File: config.mk
export PLATFORM = sky130hd
export DESIGN_NAME = spi_master_tx_flat
export DESIGN_NICKNAME = d
export VERILOG_FILES = /design/src/rtl/spi_pkg.sv /design/src/rtl/spi_master_tx_if.sv /design/src/rtl/spi_clk_div.sv /design/src/rtl/spi_master_tx.sv /design/src/flat_wrapper.sv
export SDC_FILE = /design/constraint.sdc
export NUM_CORES = 1
export LEC_CHECK = 0
export BUFFER_PORTS_ARGS = -buffer_cell sky130_fd_sc_hd__clkbuf_2
export CORE_AREA = 2 2 62 46
export DETAILED_ROUTE_END_ITERATION = 7
export DIE_AREA = 0 0 64 48
export PLACE_DENSITY = 0.82
export SETUP_SLACK_MARGIN = 0.3
export SLEW_MARGIN = 20
export SYNTH_ARGS = -nofsm -noshare
export SYNTH_HDL_FRONTEND = slang
export SYNTH_SLANG_ARGS = --single-unit
File: constraint.sdc
create_clock -name clock -period 1.8 [get_ports clock]
set_clock_uncertainty 0.2 [all_clocks]
set_input_delay 0.09 -clock clock [delete_from_list [all_inputs] [get_ports clock]]
set_output_delay 0.09 -clock clock [all_outputs]
set_load 0.02 [all_outputs]
File: src/rtl/spi_pkg.sv
// Shared SPI definitions: FSM encoding, mode constants, frame length.
// Used by the transmitter, the matching receiver and benches.
package spi_pkg;

    localparam logic [1:0] S_IDLE  = 2'd0;
    localparam logic [1:0] S_SETUP = 2'd1;
    localparam logic [1:0] S_SHIFT = 2'd2;
    localparam logic [1:0] S_HOLD  = 2'd3;

    typedef enum logic [1:0] {
        IDLE  = S_IDLE,
        SETUP = S_SETUP,
        SHIFT = S_SHIFT,
        HOLD  = S_HOLD
    } state_t;

    localparam bit CPOL      = 1'b0;
    localparam bit CPHA      = 1'b0;
    localparam bit MSB_FIRST = 1'b1;

    // System clocks from handshake to csN release.
    function automatic int frame_len(input int size, input int clk_div);
        return (2 * size + 2) * clk_div;
    endfunction

endpackage

File: src/rtl/spi_master_tx_if.sv
// Word handshake plus outgoing SPI link of the transmitter.
// master = upstream word source, slave = transmitter.
interface spi_master_tx_if #(
    parameter int size = 8
);

    logic [size-1:0] dataIn;
    logic            valid;
    logic            ready;
    logic            sclk;
    logic            mosi;
    logic            csN;
    logic            done;

    modport master (
        output dataIn, valid,
        input  ready, sclk, mosi, csN, done
    );

    modport slave (
        input  dataIn, valid,
        output ready, sclk, mosi, csN, done
    );

endinterface

File: src/rtl/spi_clk_div.sv
// Half-period tick generator: one tick every CLK_DIV clocks while run.
// Counter restarts on each tick, so FSM state changes begin a fresh period.
module spi_clk_div #(
    parameter int CLK_DIV = 4
) (
    input  logic clock,
    input  logic reset,
    input  logic run,
    output logic tick
);

    localparam int W = $clog2(CLK_DIV + 1);
    localparam logic [W-1:0] LAST = W'(CLK_DIV - 1);

    logic [W-1:0] cnt;

    always_ff @(posedge clock) begin
        if (!reset || !run || cnt == LAST) begin
            cnt <= '0;
        end else begin
            cnt <= cnt + 1'b1;
        end
    end

    assign tick = run && (cnt == LAST);

endmodule

File: src/rtl/spi_master_tx.sv
// Mode-0 MSB-first SPI transmitter: one word per handshake, framed by csN.
// Outputs are all registered; the divider paces every FSM step.
module spi_master_tx
    import spi_pkg::*;
#(
    parameter int size    = 8,
    parameter int CLK_DIV = 4
) (
    input  logic            clock,
    input  logic            reset,
    spi_master_tx_if.slave  bus
);

    localparam int BW = $clog2(2 * size + 1);
    localparam logic [BW-1:0] LAST_HALF = BW'(2 * size - 1);
    localparam logic [BW-1:0] LAST_FALL = BW'(2 * size - 2);

    state_t          state;
    logic [size-1:0] shreg;
    logic [BW-1:0]   half;
    logic            tick;
    logic            run;

    assign run = (state != IDLE);

    spi_clk_div #(
        .CLK_DIV(CLK_DIV)
    ) u_div (
        .clock(clock),
        .reset(reset),
        .run  (run),
        .tick (tick)
    );

    always_ff @(posedge clock) begin
        if (!reset) begin
            state     <= IDLE;
            shreg     <= '0;
            half      <= '0;
            bus.ready <= 1'b0;
            bus.sclk  <= 1'b0;
            bus.mosi  <= 1'b0;
            bus.csN   <= 1'b1;
            bus.done  <= 1'b0;
        end else begin
            bus.done <= 1'b0;
            unique case (state)
                IDLE: begin
                    bus.ready <= 1'b1;
                    bus.csN   <= 1'b1;
                    bus.sclk  <= 1'b0;
                    if (bus.valid && bus.ready) begin
                        state     <= SETUP;
                        shreg     <= bus.dataIn;
                        bus.mosi  <= bus.dataIn[size-1];
                        bus.csN   <= 1'b0;
                        bus.ready <= 1'b0;
                    end
                end
                SETUP: begin
                    if (tick) begin
                        state    <= SHIFT;
                        bus.sclk <= 1'b1;
                        half     <= '0;
                    end
                end
                SHIFT: begin
                    if (tick) begin
                        if (half == LAST_HALF) begin
                            state <= HOLD;
                            half  <= '0;
                        end else begin
                            half     <= half + 1'b1;
                            bus.sclk <= ~bus.sclk;
                            // Last falling edge keeps bit 0 on mosi.
                            if (bus.sclk && half != LAST_FALL) begin
                                shreg    <= {shreg[size-2:0], 1'b0};
                                bus.mosi <= shreg[size-2];
                            end
                        end
                    end
                end
                HOLD: begin
                    if (tick) begin
                        state     <= IDLE;
                        bus.csN   <= 1'b1;
                        bus.done  <= 1'b1;
                        bus.mosi  <= 1'b0;
                        bus.ready <= 1'b1;
                    end
                end
                default: state <= IDLE;
            endcase
        end
    end

endmodule

File: src/flat_wrapper.sv
// flat-port wrapper written by rule: the top's interface ports become plain ports
module spi_master_tx_flat import spi_pkg::*;
#(
    parameter int size    = 8,
    parameter int CLK_DIV = 4
)
  (clock, reset, bus_dataIn, bus_valid, bus_ready, bus_sclk, bus_mosi, bus_csN, bus_done);
  spi_master_tx_if #(.size(size)) bus_i ();
  input  logic clock;
  input  logic reset;
  input wire logic [$bits(bus_i.dataIn)-1:0] bus_dataIn;
  input wire logic [$bits(bus_i.valid)-1:0] bus_valid;
  output wire logic [$bits(bus_i.ready)-1:0] bus_ready;
  output wire logic [$bits(bus_i.sclk)-1:0] bus_sclk;
  output wire logic [$bits(bus_i.mosi)-1:0] bus_mosi;
  output wire logic [$bits(bus_i.csN)-1:0] bus_csN;
  output wire logic [$bits(bus_i.done)-1:0] bus_done;
  assign bus_i.dataIn = bus_dataIn;
  assign bus_i.valid = bus_valid;
  assign bus_ready = bus_i.ready;
  assign bus_sclk = bus_i.sclk;
  assign bus_mosi = bus_i.mosi;
  assign bus_csN = bus_i.csN;
  assign bus_done = bus_i.done;
  spi_master_tx #(.size(size), .CLK_DIV(CLK_DIV)) u_core (.clock(clock), .reset(reset), .bus(bus_i));
endmodule
==> results.json <==
{
  "worst_ep_required_time_ps": 1850,
  "worst_path_max_delay_cell": "a221oi_4",
  "cp-start-kind": "flop",
  "cts_max_path_buffers": 2,
  "ios": 16,
  "grt_use_total_pct": 25.92,
  "die_w_um": 64,
  "yosysUniqueCellTypes": 38,
  "cts_root_buf": "clkbuf_4",
  "drv_slew": 0,
  "grt_pass1_wl_um": 5934,
  "ys_warn_count": 0,
  "yosysSeqAreaShare_pct": 36.82,
  "cp_num_buf_inv": 2,
  "synth_edf_count": 0,
  "clk_latency_ps": 330,
  "path_max_fanout": 7,
  "area_growth_syn_to_layout_pct": 68.31,
  "async_flop_share_pct": 0,
  "rsz0062_at_grt": "yes",
  "diodes": 0,
  "cp-end-kind": "flop",
  "final_cell_mix": "buf_4 (21), dfxtp_1 (16), clkbuf_2 (15), dlygate4sd3_1 (11), nand2_1 (9)",
  "grt_pass1_vias": 1229,
  "drtPass1Iterations": 4,
  "reg2reg_slack_ps": -180,
  "row_count": 15,
  "max_cap_viol_count": 0,
  "syn_nets": 151,
  "antenna_found_initial": 0,
  "tightest_slew_ps": 363.2,
  "post-route-period-util_pct": 110.1,
  "core_area_um2": 2421,
  "timing.final.ws_setup_ps": -182.6,
  "criticalPathCategory": "flop to flop",
  "place_hpwl_um": 2076,
  "cts.sink_count": 22,
  "numCtsBuffers": 3,
  "yosysTopAreaCell": "dfxtp_1",
  "path_cells": "inv_4 -> ha_4 -> and3b_2 -> a221oi_4 -> clkbuf_16 -> nor2_4 -> a211oi_2",
  "hold_viol": 0,
  "period_needed_ps": 1983,
  "fp.dieH_um": 48,
  "place.gp.congestion": 0.8532,
  "tns_ps": -1576,
  "finalSetupViolCount": 14,
  "io_buffers": 15,
  "status": "finished, violations left",
  "power_density_nw_per_um2": 1577,
  "ir_worst_vdd_uv": 1362,
  "die-area_um2": 3072,
  "slew_headroom_pct": 75.75,
  "max_stage_delay_ps": 410,
  "syn_area_um2": 1196,
  "grt_max_degree": 18,
  "initial_core_util_pct": 49.41,
  "whs_ps": 114.9,
  "initialDrtViolationCount": 106,
  "netlist_instances": 132,
  "finalWirelength_um": 4554,
  "drive_gt1_share_pct": 50.79,
  "dominantRegCellSynth": "dfxtp_1",
  "syn_avg_cell_area_um2": 9.062,
  "wl_per_cell_um": 20.42,
  "ys_seq_elements": 22,
  "synthTopCellsByArea": "dfxtp_1 (37%), ha_1 (8.4%), mux2i_1 (5.9%)",
  "hp-class": "primary input to flop",
  "num_vias": 1318,
  "violations": "setup timing",
  "final_common_cell": "buf_4",
  "htreeDepth": 1,
  "nets": 209,
  "cts_tree": "done",
  "path_delay_family": "compound AO/OA/AOI/OAI gates",
  "cp.arrival_ps": 2040,
  "remaining_drc_errors": 0,
  "clk_pin_slew_worst_paths_ps": 140,
  "fmax_mhz": 504.4,
  "grt_overflow": 0,
  "avgViaCountPerCell": 5.910,
  "synth_top_area_share_pct": 36.82,
  "dp_slack_ps": -113.1,
  "p_leak_nw": 0.8112,
  "ant_nets": 0
}
==> routing by layer <==
layer / GRT usage (%) / share of wire, % / up-vias
li1: - / - / 590
met5: 0 / 0 / -
met2: 45.21 / 50 / 78
met1: 32.11 / 41 / 632
met3: 6.118 / 7.0 / 18
met4: 10.43 / 2.9 / 0
==> metrics by stage <==
stage / instance area [um^2] / power (W) / instances / utilization, %
after floorplan: 1346 / 0.001688 / 132 / -
after detailed placement: 1525 / 0.002026 / 188 / 63.00
after CTS: 1834 / 0.002730 / 214 / 75.76
after global placement: 1525 / 0.001969 / 188 / 63.00
final: 2013 / 0.003174 / 223 / 83.15
after global routing: 2013 / 0.003261 / 223 / 83.15
==> flip-flops by register name, summed over array words and instances, names as in the netlist <==
signal and count:
u_core.state 2, u_core.bus.done 1, u_core.bus.sclk 1, u_core.shreg 7
u_core.u_div.cnt 3, u_core.bus.mosi 1, u_core.half 5, u_core.bus.csN 1
u_core.bus.ready 1
==> synth_stat cells (3+ instances only) <==
master	instances
or3_1	3
o21ai_0	4
a211oi_1	4
nand3_1	3
nor2_1	16
inv_1	7
a21oi_1	8
mux2i_1	7
nand4_1	3
nor2b_1	3
a211oi_2	3
dfxtp_1	22
nand2_1	12
ha_1	8
==> power by group <==
part	total [W]	leakage (nW)	switching [W]	internal [W]
Clock	0.000403	0.0279	0.000178	0.000225
Sequential	0.000753	0.183	0.000140	0.000613
Combinational	0.00202	0.600	0.000984	0.00103
Total	0.00317	0.811	0.00130	0.00187
==> final timing paths <==
path / from / to / cells past startpoint
hold / removal: bus_valid / u_core.bus.csN$_SDFFE_PN1P_ / 5
setup / recovery: u_core.state[0]$_SDFFE_PN0P_ / u_core.shreg[6]$_SDFFE_PN0P_ / 7
hold reg to reg: u_core.u_div.cnt[0]$_SDFF_PP0_ / u_core.u_div.cnt[0]$_SDFF_PP0_ / 1
setup reg to reg: u_core.state[0]$_SDFFE_PN0P_ / u_core.shreg[6]$_SDFFE_PN0P_ / 7
==> tightest hold or removal path: cells and delay by family <==
kind | cells | cell delay [ps]
AOI/OAI and AO/OA | 2 | 210
buffers and inverters | 2 | 250
and+or+nand+nor | 1 | 50
==> repair_timing <==
action	in CTS	in global routing
endpoints found under the hold margin	11	0
pin swaps	5	15
setup buffers	11	8
setup endpoints to repair	18	21
hold buffers	11	0
resized for setup	14	22
cloned	0	1
==> cells by family after synthesis <==
group / share of synthesized area, %
AO/OA/AOI/OAI: 21.44
adder cells (fa/ha/maj): 8.369
buffers and inverters: 5.230
flip-flops: 36.82
multiplexers: 5.858
AND/OR/NAND/NOR: 22.28
==> layout make-up <==
| cell class | instances | area [um^2] |
|---|---|---|
| Multi-Input combinational cell | 97 | 918.4 |
| Timing Repair Buffer | 58 | 506.7 |
| Clock buffer | 3 | 22.52 |
| Clock inverter | 1 | 30.03 |
| Tap cell | 34 | 42.54 |
| Fill cell | 112 | 407.9 |
| Inverter | 8 | 37.54 |
| Sequential cell | 22 | 455.4 |
No activity file was read; power rests on OpenSTA's default activity.
